File: src/rtl/lcd_read_controller.sv
`default_nettype none
// ============================================================================
//  Module      : lcd_read_controller
//  Description : HD44780-style LCD read sequencer. A rising edge on iStart
//                runs one read cycle (SETUP -> EN_HIGH -> RECOVER). The cycle
//                can repeat as a busy-flag poll until BF clears or the poll
//                limit is reached. LCD_DATA is only ever sampled.
//  Revision    : 1.0 - initial release
// ============================================================================
module lcd_read_controller #(
  parameter int SETUP_CYC  = 2,
  parameter int EN_CYC     = 16,
  parameter int POLL_LIMIT = 1024
) (
  input  logic       iCLK,
  input  logic       iRST_N,
  input  logic       iStart,
  input  logic       iRS,
  input  logic       iPoll,
  output logic [7:0] oData,
  output logic       oBusy,
  output logic [6:0] oAddr,
  output logic       oDone,
  output logic       oTimeout,
  input  logic [7:0] LCD_DATA,
  output logic       LCD_RW,
  output logic       LCD_EN,
  output logic       LCD_RS
);

  localparam int MAX_CYC = (SETUP_CYC > EN_CYC) ? SETUP_CYC : EN_CYC;
  localparam int CNT_W   = $clog2(MAX_CYC + 1);
  localparam int POLL_W  = (POLL_LIMIT > 1) ? $clog2(POLL_LIMIT) : 1;

  localparam logic [CNT_W-1:0]  SETUP_LAST = CNT_W'(SETUP_CYC - 1);
  localparam logic [CNT_W-1:0]  EN_LAST    = CNT_W'(EN_CYC - 1);
  localparam logic [POLL_W-1:0] POLL_LAST  = POLL_W'(POLL_LIMIT - 1);

  typedef enum logic [2:0] {
    IDLE    = 3'd0,
    SETUP   = 3'd1,
    EN_HIGH = 3'd2,
    RECOVER = 3'd3,
    DONE    = 3'd4
  } state_t;

  state_t              state_q,     state_d;
  logic [CNT_W-1:0]    cnt_q,       cnt_d;
  logic [POLL_W-1:0]   poll_cnt_q,  poll_cnt_d;
  logic                pre_start_q, pre_start_d;
  logic                rs_lat_q,    rs_lat_d;
  logic                poll_lat_q,  poll_lat_d;
  logic [7:0]          data_q,      data_d;
  logic                busy_q,      busy_d;
  logic [6:0]          addr_q,      addr_d;
  logic                done_q,      done_d;
  logic                timeout_q,   timeout_d;
  logic                lcd_rw_q,    lcd_rw_d;
  logic                lcd_en_q,    lcd_en_d;
  logic                lcd_rs_q,    lcd_rs_d;

  logic                start_edge;

  assign start_edge = iStart & ~pre_start_q;

  // Next-state and next-output computation for the read sequencer
  always_comb begin
    state_d     = state_q;
    cnt_d       = cnt_q;
    poll_cnt_d  = poll_cnt_q;
    pre_start_d = iStart;
    rs_lat_d    = rs_lat_q;
    poll_lat_d  = poll_lat_q;
    data_d      = data_q;
    busy_d      = busy_q;
    addr_d      = addr_q;
    done_d      = done_q;
    timeout_d   = timeout_q;
    lcd_rw_d    = lcd_rw_q;
    lcd_en_d    = lcd_en_q;
    lcd_rs_d    = lcd_rs_q;

    case (state_q)
      IDLE, DONE: begin
        // A new request is accepted only when no read cycle is in flight
        if (start_edge) begin
          rs_lat_d   = iRS;
          poll_lat_d = iPoll;
          done_d     = 1'b0;
          timeout_d  = 1'b0;
          poll_cnt_d = '0;
          cnt_d      = '0;
          lcd_rw_d   = 1'b1;
          lcd_rs_d   = iRS;
          lcd_en_d   = 1'b0;
          state_d    = SETUP;
        end
      end

      SETUP: begin
        if (cnt_q == SETUP_LAST) begin
          cnt_d    = '0;
          lcd_en_d = 1'b1;
          state_d  = EN_HIGH;
        end else begin
          cnt_d = cnt_q + 1'b1;
        end
      end

      EN_HIGH: begin
        // The bus is captured on the same edge that drops LCD_EN
        if (cnt_q == EN_LAST) begin
          cnt_d    = '0;
          lcd_en_d = 1'b0;
          data_d   = LCD_DATA;
          if (!rs_lat_q) begin
            busy_d = LCD_DATA[7];
            addr_d = LCD_DATA[6:0];
          end
          state_d = RECOVER;
        end else begin
          cnt_d = cnt_q + 1'b1;
        end
      end

      RECOVER: begin
        if (cnt_q == EN_LAST) begin
          cnt_d = '0;
          // busy_q holds the BF captured in this iteration's EN_HIGH
          if (poll_lat_q && !rs_lat_q && busy_q) begin
            if (poll_cnt_q == POLL_LAST) begin
              timeout_d = 1'b1;
              done_d    = 1'b1;
              lcd_rw_d  = 1'b0;
              state_d   = DONE;
            end else begin
              poll_cnt_d = poll_cnt_q + 1'b1;
              state_d    = SETUP;
            end
          end else begin
            timeout_d = 1'b0;
            done_d    = 1'b1;
            lcd_rw_d  = 1'b0;
            state_d   = DONE;
          end
        end else begin
          cnt_d = cnt_q + 1'b1;
        end
      end

      default: begin
        state_d  = IDLE;
        cnt_d    = '0;
        lcd_en_d = 1'b0;
        lcd_rw_d = 1'b0;
      end
    endcase
  end

  // State and registered outputs; reset discards any transaction in flight
  always_ff @(posedge iCLK or negedge iRST_N) begin
    if (!iRST_N) begin
      state_q     <= IDLE;
      cnt_q       <= '0;
      poll_cnt_q  <= '0;
      pre_start_q <= 1'b0;
      rs_lat_q    <= 1'b0;
      poll_lat_q  <= 1'b0;
      data_q      <= '0;
      busy_q      <= 1'b0;
      addr_q      <= '0;
      done_q      <= 1'b0;
      timeout_q   <= 1'b0;
      lcd_rw_q    <= 1'b0;
      lcd_en_q    <= 1'b0;
      lcd_rs_q    <= 1'b0;
    end else begin
      state_q     <= state_d;
      cnt_q       <= cnt_d;
      poll_cnt_q  <= poll_cnt_d;
      pre_start_q <= pre_start_d;
      rs_lat_q    <= rs_lat_d;
      poll_lat_q  <= poll_lat_d;
      data_q      <= data_d;
      busy_q      <= busy_d;
      addr_q      <= addr_d;
      done_q      <= done_d;
      timeout_q   <= timeout_d;
      lcd_rw_q    <= lcd_rw_d;
      lcd_en_q    <= lcd_en_d;
      lcd_rs_q    <= lcd_rs_d;
    end
  end

  assign oData    = data_q;
  assign oBusy    = busy_q;
  assign oAddr    = addr_q;
  assign oDone    = done_q;
  assign oTimeout = timeout_q;
  assign LCD_RW   = lcd_rw_q;
  assign LCD_EN   = lcd_en_q;
  assign LCD_RS   = lcd_rs_q;

endmodule
`default_nettype wire

File: config.mk
export PLATFORM = sky130hd
export DESIGN_NAME = lcd_read_controller
export DESIGN_NICKNAME = d
export VERILOG_FILES = /design/src/rtl/lcd_read_controller.sv
export SDC_FILE = /design/constraint.sdc
export NUM_CORES = 1
export LEC_CHECK = 0
export ABC_AREA = 1
export CELL_PAD_IN_SITES_DETAIL_PLACEMENT = 1
export CELL_PAD_IN_SITES_GLOBAL_PLACEMENT = 1
export CORE_MARGIN = 3
export CORE_UTILIZATION = 30
export CTS_CLUSTER_DIAMETER = 40
export DETAILED_ROUTE_END_ITERATION = 12
export PLACE_DENSITY = 0.76
export RECOVER_POWER = 25
export SLEW_MARGIN = 20
export SYNTH_ARGS = -nofsm -noshare
export SYNTH_HDL_FRONTEND = slang
export SYNTH_SLANG_ARGS = --single-unit
export TNS_END_PERCENT = 20
File: constraint.sdc
create_clock -name iCLK -period 1.7 [get_ports iCLK]
set_input_delay 0.34 -clock iCLK [delete_from_list [all_inputs] [get_ports iCLK]]
set_output_delay 0.34 -clock iCLK [all_outputs]
set_load 0.005 [all_outputs]
=== Yosys cells after proc, flatten, opt, wreduce, memory -nomap -nowiden ===
Cells that the tools add are included.

* Multiplexer cells: 32
* Bitwise gates (word level): 5
* Eq/ne operators: 14
* Reductions and logical operators: 16
* $add $sub $neg: 2

{| class="wikitable"
|+ Operators by type and width
! kind !! number
|-
| 10-bit 2-to-1 mux || 4
|-
| 10-bit case mux with 2 select lines || 1
|-
| 3-bit 2-to-1 mux || 6
|-
| 4-bit AND reduction || 4
|-
| 5-bit 2-to-1 mux || 3
|-
| 5-bit case mux with 3 select lines || 1
|-
| 1-bit 2-to-1 mux || 12
|-
| 2-bit inequality test, second input constant || 6
|-
| 3-bit case mux with 4 select lines || 1
|-
| 10-bit by 1-bit adder with 10-bit output, second input constant || 1
|-
| 10-bit == test, second input constant || 1
|-
| 3-bit by 2-bit == test with 1-bit output, second input constant || 2
|-
| 2-bit OR reduction || 3
|-
| 5-bit by 1-bit adder with 5-bit output, second input constant || 1
|-
| 5-bit by 1-bit == test with 1-bit output, second input constant || 1
|-
| 5-bit by 4-bit == test with 1-bit output, second input constant || 1
|-
| 5-bit AND reduction || 1
|-
| 1-bit inverter || 4
|-
| 1-bit case mux with 2 select lines || 2
|-
| 1-bit case mux with 4 select lines || 1
|-
| 2-bit AND reduction || 2
|-
| 3-bit by 1-bit == test with 1-bit output, second input constant || 1
|-
| 3-bit == test, second input constant || 1
|-
| 3-bit logical NOT || 1
|-
| 7 further kinds || 8
|}

* Register bits after elaboration: 41
* Logic and storage cells: 82

=== Logic depth before layout (Yosys ltp) ===
Gate-level depths: netlist of run 1.

* Depth after elaboration: 6
* Depth in mapped cells: 12
* Depth with buffers taken out: 11

=== Worst setup path before layout of run 1 ===
Ideal clock, no wire load.

* Kind: register to register
* Start point: reg cnt_q[0]
* End point: reg addr_q[4], in the netlist oAddr[4]
* Period minus slack after synthesis: 1,769 ps
* Buffers on the path: 2
* Data required time: 1,583 ps
* Path slack: -69 ps
* Stages on the path, launching flop included: 13
* Arrival: 1,652 ps
* Library setup time: 117 ps
* Cell sequence: dfrtp_1 > ha_1 > nand2_1 > nor2_1 > ha_1 > inv_1 > nor2_2 > inv_2 > or2_1 > buf_6 > buf_6 > nand2_2 > o21ai_2

* Cells in the longest elaborated chain, start to end: 2

{| class="wikitable"
|+ RTL lines
! item !! line !! source
|-
| start, declared || 48 || <nowiki>logic [CNT_W-1:0] cnt_q, cnt_d;</nowiki>
|-
| start signal, assigned || 179 || <nowiki>cnt_q <= cnt_d;</nowiki>
|-
| 5-bit by 4-bit == test with 1-bit output || 112 || <nowiki>if (cnt_q == EN_LAST) begin</nowiki>
|-
| 3-bit AND reduction (no line) || -- ||
|-
| end signal, assigned || 186 || <nowiki>addr_q <= addr_d;</nowiki>
|-
| end, declared || 55 || <nowiki>logic [6:0] addr_q, addr_d;</nowiki>
|}

Every way passes these cells.
A chain may end at the register's enable or synchronous reset.

=== Final worst setup path of run 1 ===
* Start point: reg cnt_q[0]
* End point: reg cnt_q[4]

* Cells in the longest elaborated chain, start to end: 3
* Elaborated cells between the ends (all ways): 6
* Those cells by class: 1 x add/sub; 2 x eq/ne; 3 x mux

{| class="wikitable"
|+ RTL lines
! item !! line !! source
|-
| 5-bit by 1-bit adder with 5-bit output, or another cell as far along || 106, 122, 147 ||
|-
| 5-bit 2-to-1 mux, on equally long branches || 112, 127, 101 ||
|-
| 5-bit case mux with 3 select lines * || 83 || <nowiki>case (state_q)</nowiki>
|}

Mark *: on every way between the ends. The rest lies on a longest branch, timed or not.

==> results_dict.tcl, run 1 <==
set metrics [dict create \
    irDropWorstVdd_mv 0.589 \
    cts_made_buffers 5 \
    io_pins 34 \
    drtIter0Drc 52 \
    ys_seq_elements 41 \
    fin_worst_skew_ps 9.88 \
    diodes 0 \
    root_buffer "clkbuf_8" \
    relSlewSlack 0.223 \
    fillCellCount 756 \
    grt_overflow 0 \
    grt_pass1_vias 1994 \
    vias 1814 \
    drive_above_1_share 0.223 \
    setup_viol 9 \
    rows 29 \
    synth_area_leaders "dfrtp_1 (51%), nand2_1 (15%), inv_1 (5.9%)" \
    place_inst 363 \
    wl_um 5370 \
    total_power_mw 3.51 \
    instances_no_fill 382 \
    cts_tree "yes" \
    yosysSeqAreaShare 0.506 \
    pre_cts_slack_ps -168 \
    dr.pass1.iters 4 \
    cp-end-kind "flip-flop" \
    cp.arrival_ps 1960 \
    placed_cell_area_um2 2520 \
    syn_to_final_growth_pct 39.1 \
    synth_nets 265 \
    power_density_nw_per_um2 1240 \
    rsz0062_at_grt "true" \
    fp.coreArea_um2 6460 \
    synth_cell_types 25 \
    worst_slew_pin_slew_ps 1170 \
    period_share 1.03 \
    yosysTopAreaCell "dfrtp_1" \
    fp.dieH_um 88.3 \
    yosysMostFrequentCell "nand2_1" \
    gp_congestion 0.765 \
    syn-instance-count 247 \
    hold_viol 0 \
    routedWlPerCell_um 14.1 \
    place.port_buffers 33 \
    final.setup.worst_slack_ps -44.8 \
    synthArstFlopShare 1.00 \
    violations "setup timing" \
    avgViaCountPerCell 4.75 \
    startpoint_type "flip-flop" \
    tns_ps -241 \
    p_leak_nw 1.35 \
    track_usage 0.147 \
    max_freq_mhz 573 \
    drc 0 \
    required_ps 1910 \
    clock_latency_ps 290 \
    ys_top_cells_by_count "nand2_1 (81), dfrtp_1 (41), inv_1 (32)" \
    start_util 0.314 \
    path_class "reg2reg" \
    grt_pass1_wl_um 9070 \
    syn_area_per_cell_um2 8.22 \
    ys_warn_count 0 \
    postLayoutCoreUtil 0.437 \
    hpwl_um 3630 \
    cts.sinks 41 \
    synth_edf_count 0 \
    nets 323 \
    clk_pin_slew_ps 80 \
    drv_cap 0 \
    synth_area_um2 2030 \
    finalHoldWorstSlack_ps 263 \
    clockBufferDepth 2 \
    yosysTopAreaCellShare 0.506 \
    grt_max_degree 23 \
    finalInstanceArea_um2 2820 \
    critPathMaxFanout 2 \
    post-route-min-period_ps 1740 \
    grt_antenna_before_repair 0 \
    htreeDepth 2 \
    hp-class "in2async" \
    antenna_left 0 \
    maxSlewViolCount 0 \
    die_area_um2 7790 \
    die_w_um 88.3 \
    run_status "finished with violations" \
    ys.flop_type "dfrtp_1" \
]
-- path summary, 6_finish.rpt --
| kind | slack [ps] | depth (start not counted) | from | to |
|---|---|---|---|---|
| worst max-delay path | -40 | 12 | cnt_q[0]$_DFFE_PN0P_ | cnt_q[4]$_DFFE_PN0P_ |
| worst min-delay path | 260 | 1 | iRST_N | LCD_EN$_DFFE_PN0P_ |
| worst max register to register | -40 | 12 | cnt_q[0]$_DFFE_PN0P_ | cnt_q[4]$_DFFE_PN0P_ |
| worst min register to register | 480 | 2 | oTimeout$_DFFE_PN0P_ | oTimeout$_DFFE_PN0P_ |
| max in group asynchronous | 740 | 2 | iRST_N | oAddr[6]$_DFFE_PN0P_ |
| min in group iCLK | 480 | 2 | oTimeout$_DFFE_PN0P_ | oTimeout$_DFFE_PN0P_ |
-- state kept, by name, indices dropped and copies added, names as in the netlist --
signal       cells
oTimeout         1
oDone            1
oAddr            7
poll_lat_q       1
LCD_EN           1
oData            8
poll_cnt_q      10
pre_start_q      1
LCD_RS           1
oBusy            1
LCD_RW           1
cnt_q            5
state_q          3
-- logic make-up after synthesis --
family,share of synthesized area
DFF,0.506
adders and majority gates,0.0308
and+or+nand+nor,0.264
AOI/OAI and AO/OA,0.103
xor gates and xnor gates,0.0129
buffers and inverters,0.0832
-- routing by layer --
metal  vias to the layer above  global-route usage  part of all wire
li1                        890                   -                 -
met1                       887               0.177              0.44
met2                        31               0.262              0.52
met3                         6              0.0298             0.028
met4                         0              0.0467             0.011
met5                         -                   0                 0
-- where the power goes --
part / switching [mW] / internal [mW] / leakage (nW)
sequential: 0.132 / 1.14 / 0.472
clock: 0.334 / 0.323 / 0.0443
combinational: 0.982 / 0.592 / 0.829
-- placed cells by master, fill, tap and decap left out --
cell type | netlist | routed
dfrtp_1 | 41 | 41
buf_16 | 0 | 1
inv_1 | 32 | 30
xnor2_1 | 2 | 2
nor3_1 | 1 | 1
or2_4 | 0 | 1
nand2_2 | 3 | 10
a21oi_1 | 2 | 2
nand2_1 | 81 | 71
ha_2 | 0 | 1
inv_2 | 2 | 3
inv_4 | 0 | 1
o21ai_0 | 7 | 6
nor2_1 | 11 | 9
nor2_4 | 1 | 4
buf_4 | 0 | 17
o21ai_2 | 8 | 8
nand4_1 | 2 | 2
clkbuf_8 | 0 | 6
o221ai_2 | 0 | 1
buf_6 | 3 | 1
ha_1 | 5 | 2
clkbuf_1 | 2 | 2
nand2_4 | 1 | 6
o21ai_1 | 17 | 18
nand3b_1 | 2 | 2
nor2_2 | 3 | 2
buf_12 | 0 | 2
clkdlybuf4s50_1 | 0 | 32
ha_4 | 0 | 2
or2_2 | 2 | 2
xor2_1 | 1 | 1
nand3_1 | 16 | 16
-- layout make-up --
cell class | count | area [µm²] | area share
repair buffers | 54 | 531 | 0.188
well taps | 77 | 96.3 | 0.0341
inverters | 34 | 130 | 0.0461
clock buffers | 7 | 86.3 | 0.0306
multi-input cells | 169 | 953 | 0.338
flip-flops and latches | 41 | 1030 | 0.363
-- repair_timing --
item	in CTS	in global routing
pin swaps	5	5
gates resized for setup	17	16
hold buffers	0	0
gates cloned	2	1
hold endpoints to repair	0	0
setup endpoints to repair	23	25
buffers inserted	8	2
-- critical path: stages, from the launching register on --
cell and delay, ps:
dfrtp_1 390, ha_2 200, nand2_2 100, nor2_4 50, buf_4 140, buf_4 120
buf_4 120, buf_4 120, buf_4 130, inv_2 60, ha_4 120, nand2_2 50
o221ai_2 60
Power figures use the tool's default switching activity.
==> run 2, diff against run 1 <==
- CORE_UTILIZATION: 30 -> 35
- PLACE_DENSITY: 0.76 -> 0.85
- SKIP_LAST_GASP: not set -> 1
==> results_dict.tcl, run 2 (synthesis gave the netlist of run 1 again) <==
set metrics [dict create \
    run_status "finished with violations" \
    violations "setup timing" \
    postLayoutCoreUtil 0.511 \
    drc 0 \
    crit_slowest_cell "dfrtp_1" \
    start_util 0.364 \
    rows 27 \
    path_common_cell "nand2_2" \
    seqPwrFrac 0.331 \
    pre_cts_slack_ps -135 \
    period_share 1.01 \
    place.port_buffers 33 \
    hold_viol 0 \
    met3_usage 0.0488 \
    htreeDepth 2 \
    post-route-min-period_ps 1720 \
    grt_overflow 0 \
    die_w_um 82.1 \
    largest_reg_flops 10 \
    hpwl_um 3390 \
    clockBufferDepth 2 \
    vias 1779 \
    syn_to_final_growth_pct 40.3 \
    path_class "reg2reg" \
    grt_max_degree 42 \
    max_freq_mhz 582 \
    hold_buffers 0 \
    cp-end-kind "flip-flop" \
    dr.pass1.iters 4 \
    cts_made_buffers 5 \
    drtIter0Drc 39 \
    p_sw_mw 1.55 \
    maxSlewViolCount 0 \
    final_common_cell "nand2_1" \
    cpPeakStageDelay_ps 400 \
    setup_viol 5 \
    grt-busiest-layer "met2" \
    clock_latency_ps 300 \
    wl_um 5230 \
    root_buffer "clkbuf_8" \
    regMostFlops "poll_cnt_q" \
    irDropWorstVdd_mv 0.761 \
    use_met2 0.277 \
    antenna_left 0 \
    final_cell_mix "nand2_1 (66), dfrtp_1 (41), clkdlybuf4s50_1 (32), inv_1 (31), o21ai_1 (16)" \
    drive_above_1_share 0.241 \
    p_leak_nw 1.37 \
    diodes 0 \
    cts_tree "yes" \
    drv_cap 0 \
    cp.arrival_ps 1910 \
    grt_pass1_vias 1919 \
    internal_power_mw 2.35 \
    nets 320 \
    routedWlPerCell_um 13.9 \
    io_pins 34 \
    cts.sinks 41 \
    critPathMaxFanout 5 \
    gp_congestion 0.783 \
    rsz0062_at_grt "true" \
    switching_share 0.397 \
    grt_pass1_wl_um 8680 \
    combPwrFrac 0.423 \
    relSlewSlack 0.308 \
    startpoint_type "flip-flop" \
    fp.coreArea_um2 5570 \
    track_usage 0.167 \
    worst_slew_pin_slew_ps 1040 \
    final.setup.worst_slack_ps -18.7 \
    required_ps 1890 \
    grt_antenna_before_repair 0 \
    path_cells "ha_4 > nand2_4 > nor2_4 > ha_4 > inv_4 > nand2_2 > nand2_2 > nor2_4 > nand2_4 > nand2_2 > o21ai_2" \
    die_area_um2 6750 \
    avgViaCountPerCell 4.74 \
    fp.dieH_um 82.1 \
    clk_pin_slew_ps 80 \
    pwr-share-clk 0.246 \
    fin_worst_skew_ps 9.56 \
    power_density_nw_per_um2 1370 \
    hp-class "in2async" \
    fillCellCount 674 \
    use_met1 0.210 \
]
## run 2: stage by stage
step                      area [µm²]  total power, mW  std cells  hold WS (ps)  setup TNS [ps]
after floorplan                 2030             2.11        247          44.4            -272
after global placement          2490             2.54        357           445            -186
after detailed placement        2490             2.60        357           450           -2070
after CTS                       2750             3.69        372           123            -419
after global routing            2850             4.21        375           379           -2250
final                           2850             3.90        375           296           -69.9
## run 2: path summary, 6_finish.rpt
path | slack [ps] | cells after the start | start | end
setup / recovery | -20 | 11 | cnt_q[0]$_DFFE_PN0P_ | poll_cnt_q[8]$_DFFE_PN0P_
hold / removal | 300 | 2 | iRST_N | poll_cnt_q[9]$_DFFE_PN0P_
setup reg to reg | -20 | 11 | cnt_q[0]$_DFFE_PN0P_ | poll_cnt_q[8]$_DFFE_PN0P_
hold reg to reg | 470 | 2 | oDone$_DFFE_PN0P_ | oDone$_DFFE_PN0P_
max in group asynchronous | 760 | 2 | iRST_N | poll_cnt_q[8]$_DFFE_PN0P_
min in group iCLK | 470 | 2 | oDone$_DFFE_PN0P_ | oDone$_DFFE_PN0P_
## run 2: power groups by stage
stage	registers [mW]	clock network [mW]	logic [mW]
3_5_place_dp	1.29	0	1.30
5_1_grt	1.32	1.02	1.87
2_1_floorplan	1.28	0	0.827
4_1_cts	1.28	0.983	1.43
3_3_place_gp	1.29	0	1.25
6_report	1.29	0.960	1.65
## run 2: final cells by class
class	instances	area [µm²]	share of cell area
repair buffers	50	483	0.170
well taps	72	90.1	0.0316
multi-input cells	170	981	0.344
clock buffers	5	68.8	0.0242
clock inverters	3	68.8	0.0242
flip-flops and latches	41	1030	0.360
inverters	34	130	0.0457
## run 2: repair_timing
| item | in CTS | in global routing |
|---|---|---|
| pin swaps | 7 | 10 |
| cloned | 2 | 2 |
| buffers inserted | 5 | 1 |
| setup endpoints to repair | 18 | 32 |
| gates resized for setup | 18 | 20 |
## run 2: critical path: cells and delay by family (launching register included)
family / cells / cell delay [ps]
AND/OR/NAND/NOR: 7 / 790
adder cells (fa/ha/maj): 2 / 320
flip-flops: 1 / 400
buffers and inverters: 1 / 40
AO/OA/AOI/OAI: 1 / 50
## run 2: metal layers
metal  up-vias  share of wire
met3         7          0.037
met2        25           0.50
met1       863           0.45
li1        884              -
met4         0          0.011
met5         -              0
==> run 3, diff against run 2 <==
- CAP_MARGIN: not set -> 20
==> results of run 3 <==
Same layout as run 2: the final DEF is identical, and so are final timing and power.
